## src/rtl/instr_fetch_pkg.sv

```systemverilog
// Shared definitions for the instruction fetch sequencer and the control FSM:
// opcode values, instruction field positions and the fetch state encoding.
package instr_fetch_pkg;

  localparam int unsigned INSTR_W  = 16;
  localparam int unsigned HALT_BIT = 15;
  localparam int unsigned ICODE_HI = 14;
  localparam int unsigned ICODE_LO = 13;
  localparam int unsigned IREG_BIT = 12;
  localparam int unsigned RX_HI    = 11;
  localparam int unsigned RX_LO    = 9;
  localparam int unsigned RY_HI    = 2;
  localparam int unsigned RY_LO    = 0;

  typedef enum logic [1:0] {
    OP_MV  = 2'd0,
    OP_MVT = 2'd1,
    OP_ADD = 2'd2,
    OP_SUB = 2'd3
  } opcode_e;

  typedef enum logic [2:0] {
    S_IDLE,
    S_FETCH,
    S_WAIT,
    S_ISSUE,
    S_EXEC,
    S_HALTED,
    S_FAULT
  } fetch_state_e;

  function automatic logic is_halt(input logic [INSTR_W-1:0] word);
    return word[HALT_BIT];
  endfunction

  function automatic opcode_e icode_of(input logic [INSTR_W-1:0] word);
    return opcode_e'(word[ICODE_HI:ICODE_LO]);
  endfunction

endpackage

```

## src/rtl/instr_fetch_watchdog.sv

```systemverilog
// Execution watchdog: counts enabled cycles since the last clear and flags the
// cycle on which the TIMEOUT-th enabled cycle is being spent.
module fetch_watchdog #(
  parameter int unsigned TIMEOUT = 16
) (
  input  logic clk,
  input  logic rst,
  input  logic clr,
  input  logic en,
  output logic expired
);

  localparam int unsigned CW = $clog2(TIMEOUT + 1);
  localparam logic [CW-1:0] LAST = CW'(TIMEOUT - 1);
  localparam logic [CW-1:0] TOP  = CW'(TIMEOUT);

  logic [CW-1:0] count_q, count_d;

  // count_q holds completed cycles, so the current cycle is count_q + 1
  always_comb begin
    count_d = count_q;
    if (clr) begin
      count_d = '0;
    end else if (en && (count_q != TOP)) begin
      count_d = count_q + CW'(1);
    end
  end

  always_ff @(posedge clk) begin
    if (rst) begin
      count_q <= '0;
    end else begin
      count_q <= count_d;
    end
  end

  assign expired = en && !clr && (count_q == LAST);

endmodule

```

## src/rtl/instr_fetch.sv

```systemverilog
// Instruction fetch sequencer: reads a word, hands it to the control FSM with a
// one-cycle run pulse, waits for done, and stops on HALT or a watchdog fault.
module instr_fetch
  import instr_fetch_pkg::*;
#(
  parameter int unsigned AW      = 8,
  parameter int unsigned TIMEOUT = 16
) (
  input  logic          clk,
  input  logic          rst,
  input  logic          start,
  output logic          mem_rd,
  output logic [AW-1:0] mem_addr,
  input  logic [15:0]   mem_rdata,
  output logic [15:0]   ir,
  output logic          run,
  input  logic          done,
  output logic [AW-1:0] pc,
  output logic          busy,
  output logic          halted,
  output logic          fault,
  output logic [15:0]   icount
);

  fetch_state_e         state_q, state_d;
  logic [AW-1:0]        pc_q, pc_d;
  logic [INSTR_W-1:0]   ir_q, ir_d;
  logic [15:0]          icount_q, icount_d;
  logic                 wd_clr, wd_en, wd_expired;

  assign wd_clr = (state_q == S_ISSUE);
  assign wd_en  = (state_q == S_EXEC);

  fetch_watchdog #(
    .TIMEOUT (TIMEOUT)
  ) u_watchdog (
    .clk     (clk),
    .rst     (rst),
    .clr     (wd_clr),
    .en      (wd_en),
    .expired (wd_expired)
  );

  always_comb begin
    state_d  = state_q;
    pc_d     = pc_q;
    ir_d     = ir_q;
    icount_d = icount_q;
    unique case (state_q)
      S_IDLE, S_HALTED: begin
        if (start) begin
          pc_d     = '0;
          icount_d = '0;
          state_d  = S_FETCH;
        end
      end
      S_FETCH: state_d = S_WAIT;
      S_WAIT: begin
        ir_d    = mem_rdata;
        state_d = is_halt(mem_rdata) ? S_HALTED : S_ISSUE;
      end
      // done is not looked at here: the control FSM holds it high while idle
      S_ISSUE: state_d = S_EXEC;
      S_EXEC: begin
        if (done) begin
          pc_d = pc_q + AW'(1);
          if (icount_q != '1) begin
            icount_d = icount_q + 16'd1;
          end
          state_d = S_FETCH;
        end else if (wd_expired) begin
          state_d = S_FAULT;
        end
      end
      S_FAULT: state_d = S_FAULT;
      default: state_d = S_IDLE;
    endcase
  end

  always_ff @(posedge clk) begin
    if (rst) begin
      state_q  <= S_IDLE;
      pc_q     <= '0;
      ir_q     <= '0;
      icount_q <= '0;
    end else begin
      state_q  <= state_d;
      pc_q     <= pc_d;
      ir_q     <= ir_d;
      icount_q <= icount_d;
    end
  end

  assign mem_rd   = (state_q == S_FETCH);
  assign mem_addr = pc_q;
  assign run      = (state_q == S_ISSUE);
  assign busy     = (state_q == S_FETCH) || (state_q == S_WAIT) ||
                    (state_q == S_ISSUE) || (state_q == S_EXEC);
  assign halted   = (state_q == S_HALTED);
  assign fault    = (state_q == S_FAULT);
  assign ir       = ir_q;
  assign pc       = pc_q;
  assign icount   = icount_q;

endmodule
```

## config.mk

```make
export PLATFORM = sky130hd
export DESIGN_NAME = instr_fetch
export DESIGN_NICKNAME = d
export VERILOG_FILES = /design/src/rtl/instr_fetch_pkg.sv /design/src/rtl/instr_fetch_watchdog.sv /design/src/rtl/instr_fetch.sv
export SDC_FILE = /design/constraint.sdc
export NUM_CORES = 1
export LEC_CHECK = 0
export ABC_AREA = 1
export CELL_PAD_IN_SITES_DETAIL_PLACEMENT = 1
export CELL_PAD_IN_SITES_GLOBAL_PLACEMENT = 1
export CORE_ASPECT_RATIO = 0.5
export CORE_MARGIN = 2
export CORE_UTILIZATION = 33
export CTS_CLUSTER_DIAMETER = 40
export DETAILED_ROUTE_END_ITERATION = 8
export HOLD_SLACK_MARGIN = 0.12
export PLACE_DENSITY_LB_ADDON = 0.1
export SLEW_MARGIN = 20
export SYNTH_ARGS = -nofsm -noshare
export SYNTH_HDL_FRONTEND = slang
export SYNTH_SLANG_ARGS = --single-unit
```

## constraint.sdc

```tcl
create_clock -name clk -period 1.75 [get_ports clk]
set_input_delay 0.2625 -clock clk [delete_from_list [all_inputs] [get_ports clk]]
set_output_delay 0.2625 -clock clk [all_outputs]
set_load 0.005 [all_outputs]
```

### Word level (Yosys, flattened, before mapping)

Index checks and enable logic that the tools add are counted.
W data, S select, Z words.

* bits in registers: 48

* reduce and logical (&&, ||, !) cells: 14
* eq/ne operators: 13
* muxes and demuxes: 12
* $add $sub $neg: 3

Operators by type and width (count)
* $mux W16: 3
* $pmux W16 S2: 1
* $pmux W3 S6: 1
* $add A16 B1 Y16 const B: 1
* $mux W8: 2
* $ne A16 B16 Y1 const B: 1
* $pmux W8 S2: 1
* $mux W3: 4
* $eq A3 B3 Y1 const B: 3
* $add A8 B1 Y8 const B: 1
* $eq A3 B2 Y1 const B: 2
* $ne A2 B2 Y1 const B: 3
* $add A5 B1 Y5 const B: 1
* $eq A5 B4 Y1 const B: 1
* $ne A5 B5 Y1 const B: 1
* $reduce_and A4 Y1: 1
* $reduce_or A2 Y1: 2
* $eq A3 B1 Y1 const B: 1
* $logic_and A1 B1 Y1: 3
* $logic_not A3 Y1: 1
* $logic_or A1 B1 Y1: 3
* $ne A3 B3 Y1 const B: 1
* $reduce_and A3 Y1: 1
* $reduce_and A2 Y1: 1
* 2 further kinds: 2

### Depth between registers and ports, before layout

Gate-level depths: netlist (run 1).

* word-level depth: 7
* gate-level depth with buffers: 11
* mapped depth without buffers: 10

### Hierarchy

Synthesis (run 1) repeated with hierarchy kept, for this count alone.

* cell total of the unflattened synthesis: 431
* area, all modules: 2718.9 µm²

Modules (own cells, without submodules)
* instr_fetch: cells each 386, times used 1, sequential area each 860.8 µm², area each 2416.1 µm²
* fetch_watchdog: cells each 45, times used 1, sequential area each 100.1 µm², area each 302.8 µm²

### Least setup slack after synthesis (run 1)

OpenSTA, ideal clock, no wires.

* path kind: register to register
* start point: register icount_q[0], in the netlist icount[0]
* end point: register icount_q[0], in the netlist icount[0]
* required time: 1.637 ns
* period minus slack after synthesis: 1.599 ns
* stages on the path, launching flop included: 10
* library setup time: 0.113 ns
* setup slack: 0.151 ns
* path buffers: 1
* data arrival time: 1.486 ns
* cell sequence: dfxtp_1 ha_1 nand3_1 nor2_1 nand3_1 nor2_1 nor2_2 buf_6 nor2_1 nor2_1

* word-level cells in the longest chain between the ends: 4

RTL lines
* start, declared: line instr_fetch.sv:28 `logic [15:0] icount_q, icount_d;`
* start signal, assigned: line instr_fetch.sv:90 `icount_q <= icount_d;`
* $add A16 B1 Y16: line instr_fetch.sv:68 `icount_d = icount_q + 16'd1;`
* $mux W16: line instr_fetch.sv:67 `if (icount_q != '1) begin`
* $mux W16: line instr_fetch.sv:65 `if (done) begin`
* $pmux W16 S2: line instr_fetch.sv:49 `unique case (state_q)`

Several ways; a longest one is shown, not always the timed one. The select of a mux whose other input is x is not followed.
A chain may end at the register's enable or synchronous reset.

### Final worst setup path (run 1)

* start point: register state_q[1]
* end point: output port halted

* word-level cells in the longest chain between the ends: 1

RTL lines
* start, declared: line instr_fetch.sv:25 `fetch_state_e state_q, state_d;`
* start signal, assigned: line instr_fetch.sv:87 `state_q <= state_d;`
* $eq A3 B3 Y1: line instr_fetch.sv:99 `assign halted = (state_q == S_HALTED);`
* end, declared: line instr_fetch.sv:20 `output logic halted,`

Every way passes these cells.

==> results of run 1 <==
## area by class of cell
cell class	count	area [um^2]	share of cell area, %
multi-input cells	294	1379	37.07
flip-flops and latches	48	969.7	26.07
repair buffers	100	929.6	24.99
inverters	45	168.9	4.541
well taps	108	135.1	3.633
clock buffers	5	125.1	3.364
clock inverters	2	12.51	0.3364
## report_power, final
| group | internal [mW] | switching (mW) |
|---|---|---|
| registers | 1.28 | 0.172 |
| logic | 0.750 | 0.898 |
| clock network | 0.520 | 0.429 |
## layer usage
layer | up-vias | wire length, um
met1 | 1360 | 3738
li1 | 1448 | -
met2 | 50 | 4337
met4 | 0 | 63
met3 | 7 | 438
met5 | - | 0
## sequential cells by signal, summed over array words and instances, names as in the netlist
name,cells
ir,16
u_watchdog.count_q,5
mem_addr,8
state_q,3
icount,16
## metrics by stage
step	hold WS (ns)	std cells	setup slack [ns]	setup TNS (ns)	power (mW)
finish	0.5071	602	0.08268	0	4.053
global route	0.5401	602	-0.001894	-0.001894	4.357
CTS	0.5056	601	0.007823	0	4.081
detailed placement	0.4895	593	-0.04740	-0.05609	3.066
global placement	0.4700	593	-0.001890	-0.001890	2.971
floorplan	0.3974	407	0.1510	0	2.292
## worst max-delay path, stage by stage (launching register included)
cell and delay (ns):
dfxtp_4 0.37, inv_2 0.09, nand3_1 0.09, inv_1 0.07, clkdlybuf4s50_1 0.49
## logic make-up after synthesis
group           after synthesis
xor+xnor                      2
fa+ha+maj                     5
compound gates               59
simple gates                227
flops                        48
buf+inv                      66
## worst max-delay path by stage
stage                     slack (ns)  depth (start not counted)                      to                     from
final                           0.08                          4                  halted  state_q[1]$_SDFFE_PP0P_
after global routing          -0.002                          9  icount[8]$_SDFFE_PP0P_   icount[0]$_SDFFE_PP0P_
after CTS                      0.008                          4                    busy  state_q[0]$_SDFFE_PP0P_
after detailed placement       -0.05                          9  icount[8]$_SDFFE_PP0P_   icount[1]$_SDFFE_PP0P_
after global placement        -0.002                         10  icount[9]$_SDFFE_PP0P_   icount[0]$_SDFFE_PP0P_
after floorplan                 0.15                          9  icount[0]$_SDFFE_PP0P_   icount[0]$_SDFFE_PP0P_
## what timing repair did
item,CTS,global route
pin swaps,0,2
cloned,0,1
resized for setup,12,7
setup buffers,1,0
setup endpoints to repair,14,11
## cell usage in the layout, fill, tap and decap left out, types with 3 or more instances in the layout
| cell | count |
|---|---|
| nand2_1 | 94 |
| dfxtp_1 | 45 |
| dlygate4sd2_1 | 3 |
| ha_1 | 5 |
| o21ai_0 | 30 |
| nand3_1 | 29 |
| inv_1 | 41 |
| nand4_1 | 3 |
| clkbuf_16 | 5 |
| a21oi_1 | 22 |
| clkdlybuf4s50_1 | 68 |
| nor2_1 | 83 |
| nor2_2 | 3 |
| inv_2 | 3 |
| nor3_1 | 5 |
| buf_4 | 28 |
==> flow_summary.ini, run 1 <==
[logic_synthesis]
ys_ff_latch = 48
syn_area_mm2 = 0.002590
ys_top_cells_by_area = dfxtp_1, nand2_1, nor2_1, inv_1, nand3_1
synth-async-reset-ratio_pct = 0
ys_warn_count = 0
yosysSeqAreaShare_pct = 37.10
synthMuxAreaShare_pct = 0
synth_simple_gate_area_share_pct = 36.04
synth-compound-area-share_pct = 12.32
avgSynthCellArea_um2 = 6.364
post-synth-top-area-fraction_pct = 37.10
ys_types = 30
post-synth-top-count-cell = nand2_1
synth-xor-area-share_pct = 0.6763
synth_largest_area_cell = dfxtp_1
yosys.area_share.adder_pct = 2.415
syn-num-nets = 432
synthTopCellsByCount = nand2_1, nor2_1, dfxtp_1
synth_top_family_by_area = simple AND/OR/NAND/NOR gates
syn-instance-count = 407
synth_edf_count = 0
synthFlopType = dfxtp_1

[sta]
hold_violations = 0
skew_ns = 0.002755
worst_pin_slew_ns = 0.3852
fin_crit_ns = 1.667
fmax_mhz = 599.8
period_share_pct = 95.28
drv_slew = 0
relSlewSlack_pct = 74.22
setup_violations = 0

[global_routing]
use_met2_pct = 40.53
grt_pass1_vias = 3094
use_met3_pct = 6.024
busiest_layer = met2
grt_pass1_wl_um = 14270
grt_usage_pct = 21.17
grt_max_degree = 19
grt.met1_usage_pct = 23.03
grt_overflow_total = 0
antenna_found_initial = 0

[power]
power_density_mw_per_mm2 = 1090
p_leak_nw = 1.576
ir_worst_vdd_uv = 466.4

[cells_and_area]
fin_nets = 519
utilization_pct = 49.87
syn_to_final_growth_pct = 43.62
insertedDiodeCount = 0
fillers = 990
layout-drive-gt1-share_pct = 11.13
final_cell_area_mm2 = 0.003720

[clock_tree]
clk_pin_slew_ns = 0.06
clk_path_buf_depth = 2
cts-buffers-inserted = 5
cts_tree = done
h-tree-depth = 2
cts_root_buf = clkbuf_16
numClockSinks = 48
clk_latency_ns = 0.29
cts_hold_buffers = 0

[min_path]
min_path_cells = 1
hold_path.class = flop to flop
worstHoldEndpoint = u_watchdog.count_q[3]$_SDFFE_PP0P_
min_from = u_watchdog.count_q[3]$_SDFFE_PP0P_

[routing]
wl_per_cell_um = 14.25
ant_nets = 0
vias = 2865
wl_um = 8577
dr.pass1.iters = 4
vias_per_cell = 4.759
drtIter0Drc = 112
drc = 0

[floorplanning]
dieArea_mm2 = 0.008616
fp-row-count = 22
coreArea_mm2 = 0.007460
io_pins = 73
start_util_pct = 34.72
die_h_um = 66.65
die_w_um = 129.3

[setup_path]
crit_arrival_ns = 1.40
reg2reg_depth = 10
cp-end-kind = output pin
r2r-end = icount[11]$_SDFFE_PP0P_
critical_path_peak_fanout = 6
rrSetupSlack_ns = 0.13
cp-start-kind = flop
critical_path_class = flop to output pin
r2r_start = icount[0]$_SDFFE_PP0P_
required_ns = 1.49

[placement]
portBuffers = 72
placed_area_mm2 = 0.003521
hpwl_um = 6488
gp_routability_congestion = 0.7868

[run_status]
status = completed

[job]
max_cap_violations = 0
Note: power is estimated with default switching activity, not from simulation.
==> inputs of run 2 (changes only) <==
--- a/config.mk
+++ b/config.mk
@@ -14,7 +14,8 @@
 export CTS_CLUSTER_DIAMETER = 40
 export DETAILED_ROUTE_END_ITERATION = 8
 export HOLD_SLACK_MARGIN = 0.12
-export PLACE_DENSITY_LB_ADDON = 0.1
+export MAX_ROUTING_LAYER = met4
+export PLACE_DENSITY_LB_ADDON = 0.05
 export SLEW_MARGIN = 20
 export SYNTH_ARGS = -nofsm -noshare
 export SYNTH_HDL_FRONTEND = slang
==> flow_summary.ini, run 2 (synthesis results as in run 1) <==
[setup_path]
crit_path_cell_trace = nor2_4, nand2_4, nand2_1, clkdlybuf4s50_1
crit_arrival_ns = 1.43
cpPeakStageDelay_ns = 0.49
reg2reg_depth = 9
cp-start-kind = flop
cp-endpoint = busy
r2r_start = state_q[1]$_SDFFE_PP0P_
slowest_stage = clkdlybuf4s50_1
critical_path_class = flop to output pin
critical_path_peak_fanout = 6
required_ns = 1.49
cp-end-kind = output pin
startpoint = state_q[1]$_SDFFE_PP0P_
rrSetupSlack_ns = 0.14
r2r-end = mem_addr[3]$_SDFFE_PP0P_

[cells_and_area]
final_cell_area_mm2 = 0.003762
fin_nets = 519
final_common_cell = nand2_1
syn_to_final_growth_pct = 45.27
instances_no_fill = 603
layout-drive-gt1-share_pct = 11.72
insertedDiodeCount = 0
mostFrequentLayoutCells = nand2_1, nor2_1, clkdlybuf4s50_1

[sta]
drv_slew = 0
rsz0062_at_grt = no
setup_violations = 0
skew_ns = 0.004956
period_share_pct = 96.90
hold_violations = 0
relSlewSlack_pct = 79.13
fin_crit_ns = 1.696
fin_ws_ns = 0.05428
hold_slack_ns = 0.4977
worst_pin_slew_ns = 0.3112
fmax_mhz = 589.7

[floorplanning]
coreArea_mm2 = 0.007460
io_pins = 73
die_w_um = 129.3
start_util_pct = 34.72
die_h_um = 66.65
dieArea_mm2 = 0.008616
fp-row-count = 22

[placement]
placed_area_mm2 = 0.003513
dp.cells = 592
place_ws_ns = -0.05007
gp_routability_congestion = 0.8161
portBuffers = 72
hpwl_um = 6248

[power]
ir_worst_vdd_uv = 437.2
power_density_mw_per_mm2 = 1137
share_seq_of_total_power_pct = 33.8
p_total_mw = 4.279
sw_frac_of_total_pct = 34.88
p_comb_share_pct = 39.1
internal_power_mw = 2.786
clock_power_share_pct = 27.1
p_leak_nw = 1.599
p_switching_mw = 1.493

[min_path]
min_path_cells = 1
hold_path.class = flop to flop

[clock_tree]
h-tree-depth = 2
clk_path_buf_depth = 2
numClockSinks = 48
clk_pin_slew_ns = 0.06
cts_root_buf = clkbuf_16
clk_latency_ns = 0.29
cts-buffers-inserted = 5
cts_tree = done
cts_hold_buffers = 0

[global_routing]
grt_pass1_vias = 2831
antenna_found_initial = 0
grt_usage_pct = 20.52
grt_max_degree = 18
grt_pass1_wl_um = 13420
grt_overflow_total = 0

[routing]
wl_um = 8284
ant_nets = 0
dr.pass1.iters = 4
wl_per_cell_um = 13.74
drtIter0Drc = 100
vias = 2814
vias_per_cell = 4.667
drc = 0

[run_status]
status = completed

[job]
max_cap_violations = 0
[run 2: through the flow]
step	setup TNS, ns	util, %
2_1_floorplan	0	-
3_3_place_gp	0	47.10
3_5_place_dp	-0.05656	47.10
4_1_cts	0	49.87
5_1_grt	0	50.44
6_report	0	50.44
[run 2: metal layers]
layer | part of all wire, % | routed length [um] | up-vias | track usage, %
li1 | - | - | 1444 | -
met4 | 1.1 | 91 | 0 | 5.707
met5 | 0 | 0 | - | -
met3 | 4.9 | 404 | 9 | 6.185
met1 | 48 | 4005 | 1321 | 24.29
met2 | 46 | 3783 | 40 | 34.34
[run 2: worst max-delay path, delay by kind of cell, from the launching register on]
| family | cells | cell delay [ns] |
|---|---|---|
| flip-flops | 1 | 0.37 |
| AND/OR/NAND/NOR | 3 | 0.28 |
| buffers and inverters | 1 | 0.49 |
[run 2: worst min-delay path by stage]
stage / startpoint / slack (ns) / end
after detailed placement: u_watchdog.count_q[3]$_SDFFE_PP0P_ / 0.49 / u_watchdog.count_q[3]$_SDFFE_PP0P_
after floorplan: mem_rdata[0] / 0.40 / ir[0]$_SDFFE_PP0N_
after global routing: icount[7]$_SDFFE_PP0P_ / 0.54 / icount[7]$_SDFFE_PP0P_
final: u_watchdog.count_q[3]$_SDFFE_PP0P_ / 0.50 / u_watchdog.count_q[3]$_SDFFE_PP0P_
after CTS: u_watchdog.count_q[3]$_SDFFE_PP0P_ / 0.50 / u_watchdog.count_q[3]$_SDFFE_PP0P_
after global placement: u_watchdog.count_q[1]$_SDFFE_PP0P_ / 0.47 / u_watchdog.count_q[1]$_SDFFE_PP0P_
[run 2: final cells by class]
type | instances | area, um^2
Timing Repair Buffer | 101 | 938.4
Inverter | 45 | 171.4
Tap cell | 108 | 135.1
Multi-Input combinational cell | 293 | 1368
Sequential cell | 48 | 972.2
Clock inverter | 2 | 38.79
Fill cell | 973 | 3697
Clock buffer | 6 | 138.9
[run 2: power by group through the flow]
stage               logic [mW]  clock network [mW]  registers [mW]
floorplan                0.849                   0            1.44
global placement          1.54                   0            1.44
detailed placement        1.61                   0            1.46
CTS                       1.65                1.19            1.45
global route              1.87                1.24            1.48
finish                    1.67                1.16            1.45
[run 2: repair_timing]
action	in CTS	in global routing
setup endpoints to repair	5	19
pin swaps	0	3
gates resized for setup	11	9
setup buffers	1	2
==> inputs of run 3 (changes only) <==
--- a/config.mk
+++ b/config.mk
@@ -13,10 +13,10 @@
 export CORE_UTILIZATION = 33
 export CTS_CLUSTER_DIAMETER = 40
 export DETAILED_ROUTE_END_ITERATION = 8
+export GPL_TIMING_DRIVEN = 0
 export HOLD_SLACK_MARGIN = 0.12
 export MAX_ROUTING_LAYER = met4
 export PLACE_DENSITY_LB_ADDON = 0.05
-export SLEW_MARGIN = 20
 export SYNTH_ARGS = -nofsm -noshare
 export SYNTH_HDL_FRONTEND = slang
 export SYNTH_SLANG_ARGS = --single-unit
==> flow_summary.ini, run 3 (synthesis results as in run 1) <==
[run_status]
status = completed

[setup_path]
crit_arrival_ns = 1.42
reg2reg_depth = 10
cp-end-kind = output pin
crit_path_cell_trace = nor3_2, clkdlybuf4s50_1
required_ns = 1.49
critical_path_peak_fanout = 6
critical_path_buf_inv_count = 1
cp.depth = 2
cpPeakStageDelay_ns = 0.54
cp_top_family = buffers and inverters
critical_path_class = flop to output pin
cp-start-kind = flop
slowest_stage = clkdlybuf4s50_1

[power]
sw_frac_of_total_pct = 36.98
p_total_mw = 4.157
internal_power_mw = 2.620
p_switching_mw = 1.537
clock_power_share_pct = 22.7
p_leak_nw = 1.595
p_comb_share_pct = 41.2
ir_worst_vdd_uv = 449.1
power_density_mw_per_mm2 = 1089
share_seq_of_total_power_pct = 36.1

[clock_tree]
clk_pin_slew_ns = 0.06
clk_latency_ns = 0.29
clk_path_buf_depth = 2
cts_root_buf = clkbuf_16
h-tree-depth = 2
cts-buffers-inserted = 5
numClockSinks = 48
cts_tree = done
cts_hold_buffers = 0

[floorplanning]
die_w_um = 129.3
die_h_um = 66.65
start_util_pct = 34.72
dieArea_mm2 = 0.008616
coreArea_mm2 = 0.007460
io_pins = 73
fp-row-count = 22

[sta]
fin_crit_ns = 1.680
relSlewSlack_pct = 61.49
period_share_pct = 95.99
setup_violations = 0
drv_slew = 0
worst_pin_slew_ns = 0.5776
fmax_mhz = 595.3
fin_ws_ns = 0.07009
skew_ns = 0.002474
hold_violations = 0
hold_slack_ns = 0.3300

[placement]
hpwl_um = 6255
placed_area_mm2 = 0.003436
gp_routability_congestion = 0.8036
portBuffers = 71
place_ws_ns = -0.3410

[cells_and_area]
syn_to_final_growth_pct = 47.39
fin_nets = 523
utilization_pct = 51.17
mostFrequentLayoutCells = nand2_1, nor2_1, clkdlybuf4s50_1
layout-drive-gt1-share_pct = 13.65
final_cell_area_mm2 = 0.003817
final_common_cell = nand2_1
insertedDiodeCount = 0

[global_routing]
grt_overflow_total = 0
grt_usage_pct = 21.32
antenna_found_initial = 0
grt_pass1_wl_um = 14080
grt_pass1_vias = 3007
grt_max_degree = 15

[min_path]
min_path_cells = 2
hold_path.class = primary input to flop

[job]
max_cap_violations = 0

[routing]
vias_per_cell = 4.774
wl_per_cell_um = 14.15
drc = 0
vias = 2893
dr.pass1.iters = 4
drtIter0Drc = 95
ant_nets = 0
wl_um = 8575
-- run 3: cell types whose count changed in the layout (fill, tap and decap cells not counted), sizes merged --
| cell | delta |
|---|---|
| clkbuf | +9 |
| buf | -5 |
| clkdlybuf4s50 | -2 |
| clkinvlp | +2 |
| bufinv | -1 |
| dlymetal6s2s | +1 |
| inv | -1 |
-- run 3: layout make-up --
cell class | count | area, um^2
clock inverter | 2 | 12.51
clock buffer | 5 | 125.1
inverter | 45 | 175.2
timing repair buffer | 85 | 818.3
fill | 971 | 3642
tap | 108 | 135.1
multi-input combinational | 293 | 1429
sequential | 48 | 980.9
buffer | 20 | 141.4
-- run 3: metrics by stage --
stage | TNS [ns] | std cells
floorplan | 0 | 407
global placement | -2.683 | 586
detailed placement | -4.570 | 586
CTS | 0 | 598
global route | -0.09520 | 606
finish | 0 | 606
-- run 3: per-layer routing --
metal	vias up	wire (um)	global-route usage [%]
met1	1381	3785	24.85
li1	1455	-	-
met5	-	0	-
met3	8	435	6.185
met4	0	72	3.940
met2	49	4283	37.37
-- run 3: what timing repair did --
action                                  in CTS  in global routing
buffers inserted                             6                  8
gates cloned                                 0                  0
endpoints found under the setup margin      30                 36
gates resized for setup                     22                 26
hold endpoints to repair                     0                  0
pin swaps                                    2                  7
-- run 3: power groups by stage --
stage / Sequential, mW / Clock, mW / Combinational (mW)
floorplan: 1.44 / 0 / 0.849
global placement: 1.45 / 0 / 1.48
detailed placement: 1.47 / 0 / 1.55
CTS: 1.49 / 0.968 / 1.61
global route: 1.53 / 1.03 / 1.90
finish: 1.50 / 0.942 / 1.71
-- run 3: worst paths after layout --
path                                                    startpoint                                 end  slack (ns)
worst min-delay path                                           rst            mem_addr[1]$_SDFFE_PP0P_        0.33
worst min register to register  u_watchdog.count_q[3]$_SDFFE_PP0P_  u_watchdog.count_q[3]$_SDFFE_PP0P_        0.50
worst max-delay path                       state_q[1]$_SDFFE_PP0P_                              mem_rd        0.07
worst max register to register              icount[0]$_SDFFE_PP0P_              icount[2]$_SDFFE_PP0P_        0.09
